$ cat config.mk
export PLATFORM = sky130hd
export DESIGN_NAME = fifo_multi_in
export DESIGN_NICKNAME = d
export VERILOG_FILES = /design/src/rtl/fifo_multi_in.sv
export SDC_FILE = /design/constraint.sdc
export NUM_CORES = 2
export LEC_CHECK = 0
export CAP_MARGIN = 20
export CELL_PAD_IN_SITES_DETAIL_PLACEMENT = 0
export CELL_PAD_IN_SITES_GLOBAL_PLACEMENT = 1
export CORE_MARGIN = 8
export CORE_UTILIZATION = 25
export DETAILED_ROUTE_END_ITERATION = 10
export GPL_TIMING_DRIVEN = 0
export HOLD_SLACK_MARGIN = 0.02
export PLACE_DENSITY = 0.59
export SLEW_MARGIN = 0
export SYNTH_ARGS = -nofsm -noshare
export SYNTH_HDL_FRONTEND = slang
export SYNTH_SLANG_ARGS = --single-unit
$ cat constraint.sdc
create_clock -name clk -period 50.3 [get_ports clk]
set_clock_uncertainty 0.2 [all_clocks]
set_input_delay 10.06 -clock clk [delete_from_list [all_inputs] [get_ports clk]]
set_output_delay 10.06 -clock clk [all_outputs]
set_load 0.02 [all_outputs]
$ cat src/rtl/fifo_multi_in.sv
// Multi-port enqueue, single-port dequeue circular FIFO.
// Define FIFO_MULTI_IN_STATS_EN to build the drop_count/high_water statistics.

module fifo_multi_in_lane #(
    parameter int CW = 5
) (
    input  logic          en,
    input  logic [CW-1:0] free,
    input  logic [CW-1:0] prefix,
    output logic          ready,
    output logic          accept
);
    // A port fits if the free space exceeds the requests ranked ahead of it.
    assign ready  = free > prefix;
    assign accept = en & ready;
endmodule

module fifo_multi_in #(
    parameter int DWIDTH     = 32,
    parameter int QUEUE_SIZE = 16,
    parameter int NUM_IN     = 4,
    localparam int AW        = $clog2(QUEUE_SIZE),
    localparam int CW        = AW + 1
) (
    input  logic                     clk,
    input  logic                     rst,
    input  logic [NUM_IN-1:0]        in_enque_en,
    input  logic [NUM_IN*DWIDTH-1:0] in_data,
    output logic [NUM_IN-1:0]        in_ready,
    input  logic                     out_deque_en,
    output logic                     out_valid,
    output logic [DWIDTH-1:0]        out_data,
    output logic [CW-1:0]            count,
    output logic                     full,
    output logic                     empty,
    output logic [31:0]              drop_count,
    output logic [CW-1:0]            high_water
);
    logic [QUEUE_SIZE-1:0][DWIDTH-1:0] mem;
    logic [AW-1:0]                     head, tail;
    logic [CW-1:0]                     free, n_acc, count_next;
    logic [NUM_IN-1:0][CW-1:0]         prefix;
    logic [NUM_IN-1:0]                 accept;
    logic                              deq;

    assign free       = CW'(QUEUE_SIZE) - count;
    assign empty      = (count == '0);
    assign full       = (count == CW'(QUEUE_SIZE));
    assign out_valid  = ~empty;
    // Dequeued and reset slots are zeroed, so the head slot reads 0 when empty.
    assign out_data   = mem[head];
    assign deq        = out_deque_en & ~empty;
    assign count_next = count + n_acc - CW'(deq);

    always_comb begin
        prefix = '0;
        for (int i = 1; i < NUM_IN; i++)
            prefix[i] = prefix[i-1] + CW'(in_enque_en[i-1]);
    end

    always_comb begin
        n_acc = '0;
        for (int i = 0; i < NUM_IN; i++)
            n_acc = n_acc + CW'(accept[i]);
    end

    for (genvar g = 0; g < NUM_IN; g++) begin : g_lane
        fifo_multi_in_lane #(.CW(CW)) u_lane (
            .en     (in_enque_en[g]),
            .free   (free),
            .prefix (prefix[g]),
            .ready  (in_ready[g]),
            .accept (accept[g])
        );
    end

    always_ff @(posedge clk or posedge rst) begin
        if (rst) begin
            mem   <= '0;
            head  <= '0;
            tail  <= '0;
            count <= '0;
        end else begin
            if (deq) begin
                mem[head] <= '0;
                head      <= head + AW'(1);
            end
            // Accepted ports form a prefix of the requesters, so prefix[i] is the slot offset.
            for (int i = 0; i < NUM_IN; i++)
                if (accept[i])
                    mem[tail + prefix[i][AW-1:0]] <= in_data[i*DWIDTH +: DWIDTH];
            tail  <= tail + n_acc[AW-1:0];
            count <= count_next;
        end
    end

`ifdef FIFO_MULTI_IN_STATS_EN
    logic [CW-1:0] n_drop;
    logic [32:0]   drop_sum;

    always_comb begin
        n_drop = '0;
        for (int i = 0; i < NUM_IN; i++)
            n_drop = n_drop + CW'(in_enque_en[i] & ~in_ready[i]);
    end

    assign drop_sum = {1'b0, drop_count} + 33'(n_drop);

    always_ff @(posedge clk or posedge rst) begin
        if (rst) begin
            drop_count <= '0;
            high_water <= '0;
        end else begin
            drop_count <= drop_sum[32] ? 32'hFFFF_FFFF : drop_sum[31:0];
            if (count_next > high_water)
                high_water <= count_next;
        end
    end
`else
    assign drop_count = '0;
    assign high_water = '0;
`endif
endmodule

==> out/results.env <==
RUN_STATUS='finished, final reports clean'
GRT.OVERFLOW.TOTAL=0
CTS_SETUP_BUFFERS=0
WORST_SETUP_HOLD_PATH_CLK_SLEW_NS=0.06
FINALMAXSLEWVIOLATIONS=0
HOLD_CLASS='register to register'
AREA.SEQUENTIAL_SQ_MM=0.0131
FINALHOLDVIOLCOUNT=0
NETLIST.TOP_CELL.BY_AREA='sky130_fd_sc_hd__dfrtp_1'
LAYOUT.CELLS.MOST_COMMON_LIST='sky130_fd_sc_hd__nand2_1 (790), sky130_fd_sc_hd__clkbuf_1 (550), sky130_fd_sc_hd__nand3_1 (546)'
R2R_SETUP_SLACK_NS=44.92
GP_CONGESTION=1.02
POSTSYNTHCELLCOUNT=4855
CORE_AREA_SQ_MM=0.160
DESIGN.FINAL.NETS=5254
YS_ASYNC_SR_FRACTION_PCT=100
YOSYS.CELL_TYPES.COUNT=56
WORSTSETUPENDPOINTTYPE='output pin'
CELLLEAKAGEPOWER_nW=18.0
WORST_SLEW_PIN_SLEW_NS=1.37
IRDROPWORSTVDD_mV=0.0531
FINISH.CELL_COUNT_WITHOUT_FILLERS=7338
TRITONCTS.NUM_BUFFERS=72
NETLIST_TOP_CELLS_AREA='sky130_fd_sc_hd__dfrtp_1 (33%), sky130_fd_sc_hd__mux4_2 (8.9%), sky130_fd_sc_hd__a31oi_1 (7.9%)'
WL_MET3_UM=35500
M1WIRELENGTH_UM=105000
SHORTEST_PERIOD_THE_WORST_PATH_ALLOWS_NS=23.82
AVGVIACOUNTPERCELL=6.37
DETAILED_ROUTE_DRC_ERROR_COUNT=0
MAX_CLOCK_FREQ_GHz=0.0420
CLK-INSERTION-DELAY-LATE_NS=0.69
MAXSLEWHEADROOM_PCT=8.34
VIA_COUNT=46710
CRITPATHMAXFANOUT=13
SYNTH-EDFF-COUNT=0
FIRST_ITER_VIOLATIONS=8106
FINALSETUPVIOLCOUNT=0
DRV.MAX_CAP_VIOLATION_COUNT=0
CRITPATHREQUIREDTIME_NS=40.04
DETAILEDROUTE.FIRSTPASSITERATIONCOUNT=9
DRIVE_ABOVE_1_SHARE_PCT=14.1
DIE-HEIGHT_UM=418
CRITICAL_PATH_CLASS='input port to output pin'
CTS_MAX_LEVEL=3
STARTING_DENSITY_OF_THE_CORE_PCT=25.2
SYNTHFLOPTYPE='sky130_fd_sc_hd__dfrtp_1'
GRT_FIRST_PASS_WIRELENGTH_UM=368000
ROUTED_WIRE_LENGTH_PER_INSTANCE_UM=37.1
POWER_mW=3.66
FINAL_COMMON_CELL='sky130_fd_sc_hd__nand2_1'
SYNTH.FF_LATCH_COUNT=525
GRT_START_MAX_NET_PINS=109
IOPINCOUNT=216
IO_BUFFER_COUNT=50
CTS.SINK_COUNT=525
DIE-WIDTH_UM=418
AREAL_POWER_DENSITY_OVER_THE_CELLS_mW_PER_MM2=77.5
SYNTH_TOP_AREA_SHARE_PCT=32.5
CTSLONGESTPATHBUFFERS=3
ANTENNA_FOUND_INITIAL=41
PLACEDCELLCOUNT=7147
SYN_TO_FINAL_GROWTH_PCT=17.1
N_FILL_CELL=17176
POSTROUTEANTENNANETS=0
WL_MET2_UM=112000
DIE_AREA_SQ_MM=0.175
NUMBER_OF_PLACEMENT_ROWS=147
WL_UM=272000
POST_CTS_RESIZED=0
AREA_TAKEN_BY_MULTI_INPUT_LOGIC_GATES_SQ_MM=0.0238
FINAL_PERIOD_UTIL_PCT=47.4
TIMING.CRITICAL_PATH.ARRIVAL_NS=13.56
TOPROUTINGLAYERUSED='met5'
POST_SYNTH_INSTANCE_AREA_SQ_MM=0.0404
CTS_TREE='done'
YOSYSWARNINGCOUNT=0
SEQUENTIAL_AREA_SHARE_AFTER_SYNTHESIS_PCT=32.5
HPWLAFTERDP_UM=192000
MEAN_INSTANCE_SIZE_IN_THE_SYNTHESIZED_NETLIST_SQ_UM=8.32
RSZ0062_AT_GRT='no'
FIN_SETUP_TNS_NS=0
WORST_SETUP_PATH_START_KIND='input port'
ROOT_BUFFER='sky130_fd_sc_hd__clkbuf_16'
GRT_USAGE_PCT=29.6
GRT_PASS1_VIAS=43179
HOLD_BUFS_AT_CTS=0
-- metal layers --
layer / global-route usage [%] / vias to the layer above
met5: 0.246 / -
met3: 11.5 / 821
met4: 17.6 / 33
met2: 42.0 / 3759
met1: 37.7 / 23658
li1: - / 18439
-- worst max-delay path: stages --
cell                              delay [ns]
sky130_fd_sc_hd__clkdlybuf4s50_1        0.70
sky130_fd_sc_hd__ha_1                   0.50
sky130_fd_sc_hd__ha_1                   0.17
sky130_fd_sc_hd__ha_1                   0.19
sky130_fd_sc_hd__inv_1                  0.06
sky130_fd_sc_hd__ha_1                   0.29
sky130_fd_sc_hd__o21a_1                 0.12
sky130_fd_sc_hd__o21ai_0                0.07
sky130_fd_sc_hd__nand3_1                0.08
sky130_fd_sc_hd__clkbuf_1               0.31
sky130_fd_sc_hd__buf_2                  0.29
sky130_fd_sc_hd__buf_4                  0.14
sky130_fd_sc_hd__clkdlybuf4s50_1        0.59
-- path summary, 6_finish.rpt --
path / endpoint / cells past startpoint / from
worst min register to register: count[4] / 2 / count[4]
worst min-delay path: count[4] / 2 / count[4]
worst max register to register: count[4] / 21 / count[0]
worst max-delay path: in_ready[3] / 13 / in_enque_en[0]
min in group asynchronous: count[4] / 2 / rst
max in group asynchronous: mem[281] / 4 / rst
-- synthesized netlist by cell type, types with 5 or more instances --
master	n
sky130_fd_sc_hd__nand2_1	790
sky130_fd_sc_hd__nand3_1	546
sky130_fd_sc_hd__nor2_1	534
sky130_fd_sc_hd__clkbuf_1	532
sky130_fd_sc_hd__dfrtp_1	525
sky130_fd_sc_hd__a31oi_1	512
sky130_fd_sc_hd__o211ai_1	343
sky130_fd_sc_hd__a221o_1	256
sky130_fd_sc_hd__o211ai_2	171
sky130_fd_sc_hd__mux4_2	160
sky130_fd_sc_hd__buf_1	103
sky130_fd_sc_hd__buf_2	75
sky130_fd_sc_hd__buf_4	45
sky130_fd_sc_hd__buf_6	40
sky130_fd_sc_hd__ha_1	35
sky130_fd_sc_hd__inv_1	26
sky130_fd_sc_hd__and3_1	14
sky130_fd_sc_hd__xnor2_1	13
sky130_fd_sc_hd__or3_1	12
sky130_fd_sc_hd__nor3_1	10
sky130_fd_sc_hd__or2_2	10
sky130_fd_sc_hd__a21oi_1	8
sky130_fd_sc_hd__nor3_2	8
sky130_fd_sc_hd__or4_1	7
sky130_fd_sc_hd__a21oi_2	6
sky130_fd_sc_hd__nor4_4	6
sky130_fd_sc_hd__fa_1	5
sky130_fd_sc_hd__nor3b_1	5
sky130_fd_sc_hd__xor2_1	5
-- flip-flops by register name, indices dropped and copies added, names as in the netlist --
name   flops
count      5
head       4
mem      512
tail       4
-- kinds of logic after synthesis --
kind of cell | Yosys count | share of synthesized area, %
compound gates | 1314 | 26.5
xor+xnor | 19 | 0.431
fa+ha+maj | 40 | 1.33
buf+inv | 823 | 9.05
flops | 525 | 32.5
mux | 162 | 8.98
other cells | 1 | 0.00929
simple gates | 1971 | 21.1
-- metrics by stage --
step / util (%) / setup slack (ns) / instance area (sq um) / hold slack (ns)
CTS: 29.3 / 26.49 / 46900 / 0.459
finish: 29.5 / 26.48 / 47300 / 0.448
floorplan: - / 25.37 / 40500 / 0.428
detailed placement: 27.7 / 26.48 / 44500 / 0.448
global route: 29.4 / 26.22 / 47200 / 0.493
global placement: 27.3 / 15.65 / 43700 / 0.440
-- where the power goes --
| part | switching (mW) | internal [mW] | total (mW) |
|---|---|---|---|
| sequential | 0.170 | 0.657 | 0.827 |
| clock | 0.236 | 0.335 | 0.572 |
| combinational | 1.32 | 0.949 | 2.27 |
-- area by class of cell --
| type | instances | share of cell area [%] |
|---|---|---|
| diodes | 44 | 0.233 |
| clock buffers | 108 | 4.53 |
| inverters | 28 | 0.238 |
| repair buffers | 114 | 3.06 |
| clock inverters | 21 | 0.691 |
| multi-input cells | 3543 | 50.2 |
| well taps | 2160 | 5.72 |
| flip-flops and latches | 525 | 27.8 |
| plain buffers | 795 | 7.51 |
No activity file was read; power rests on OpenSTA's default activity.
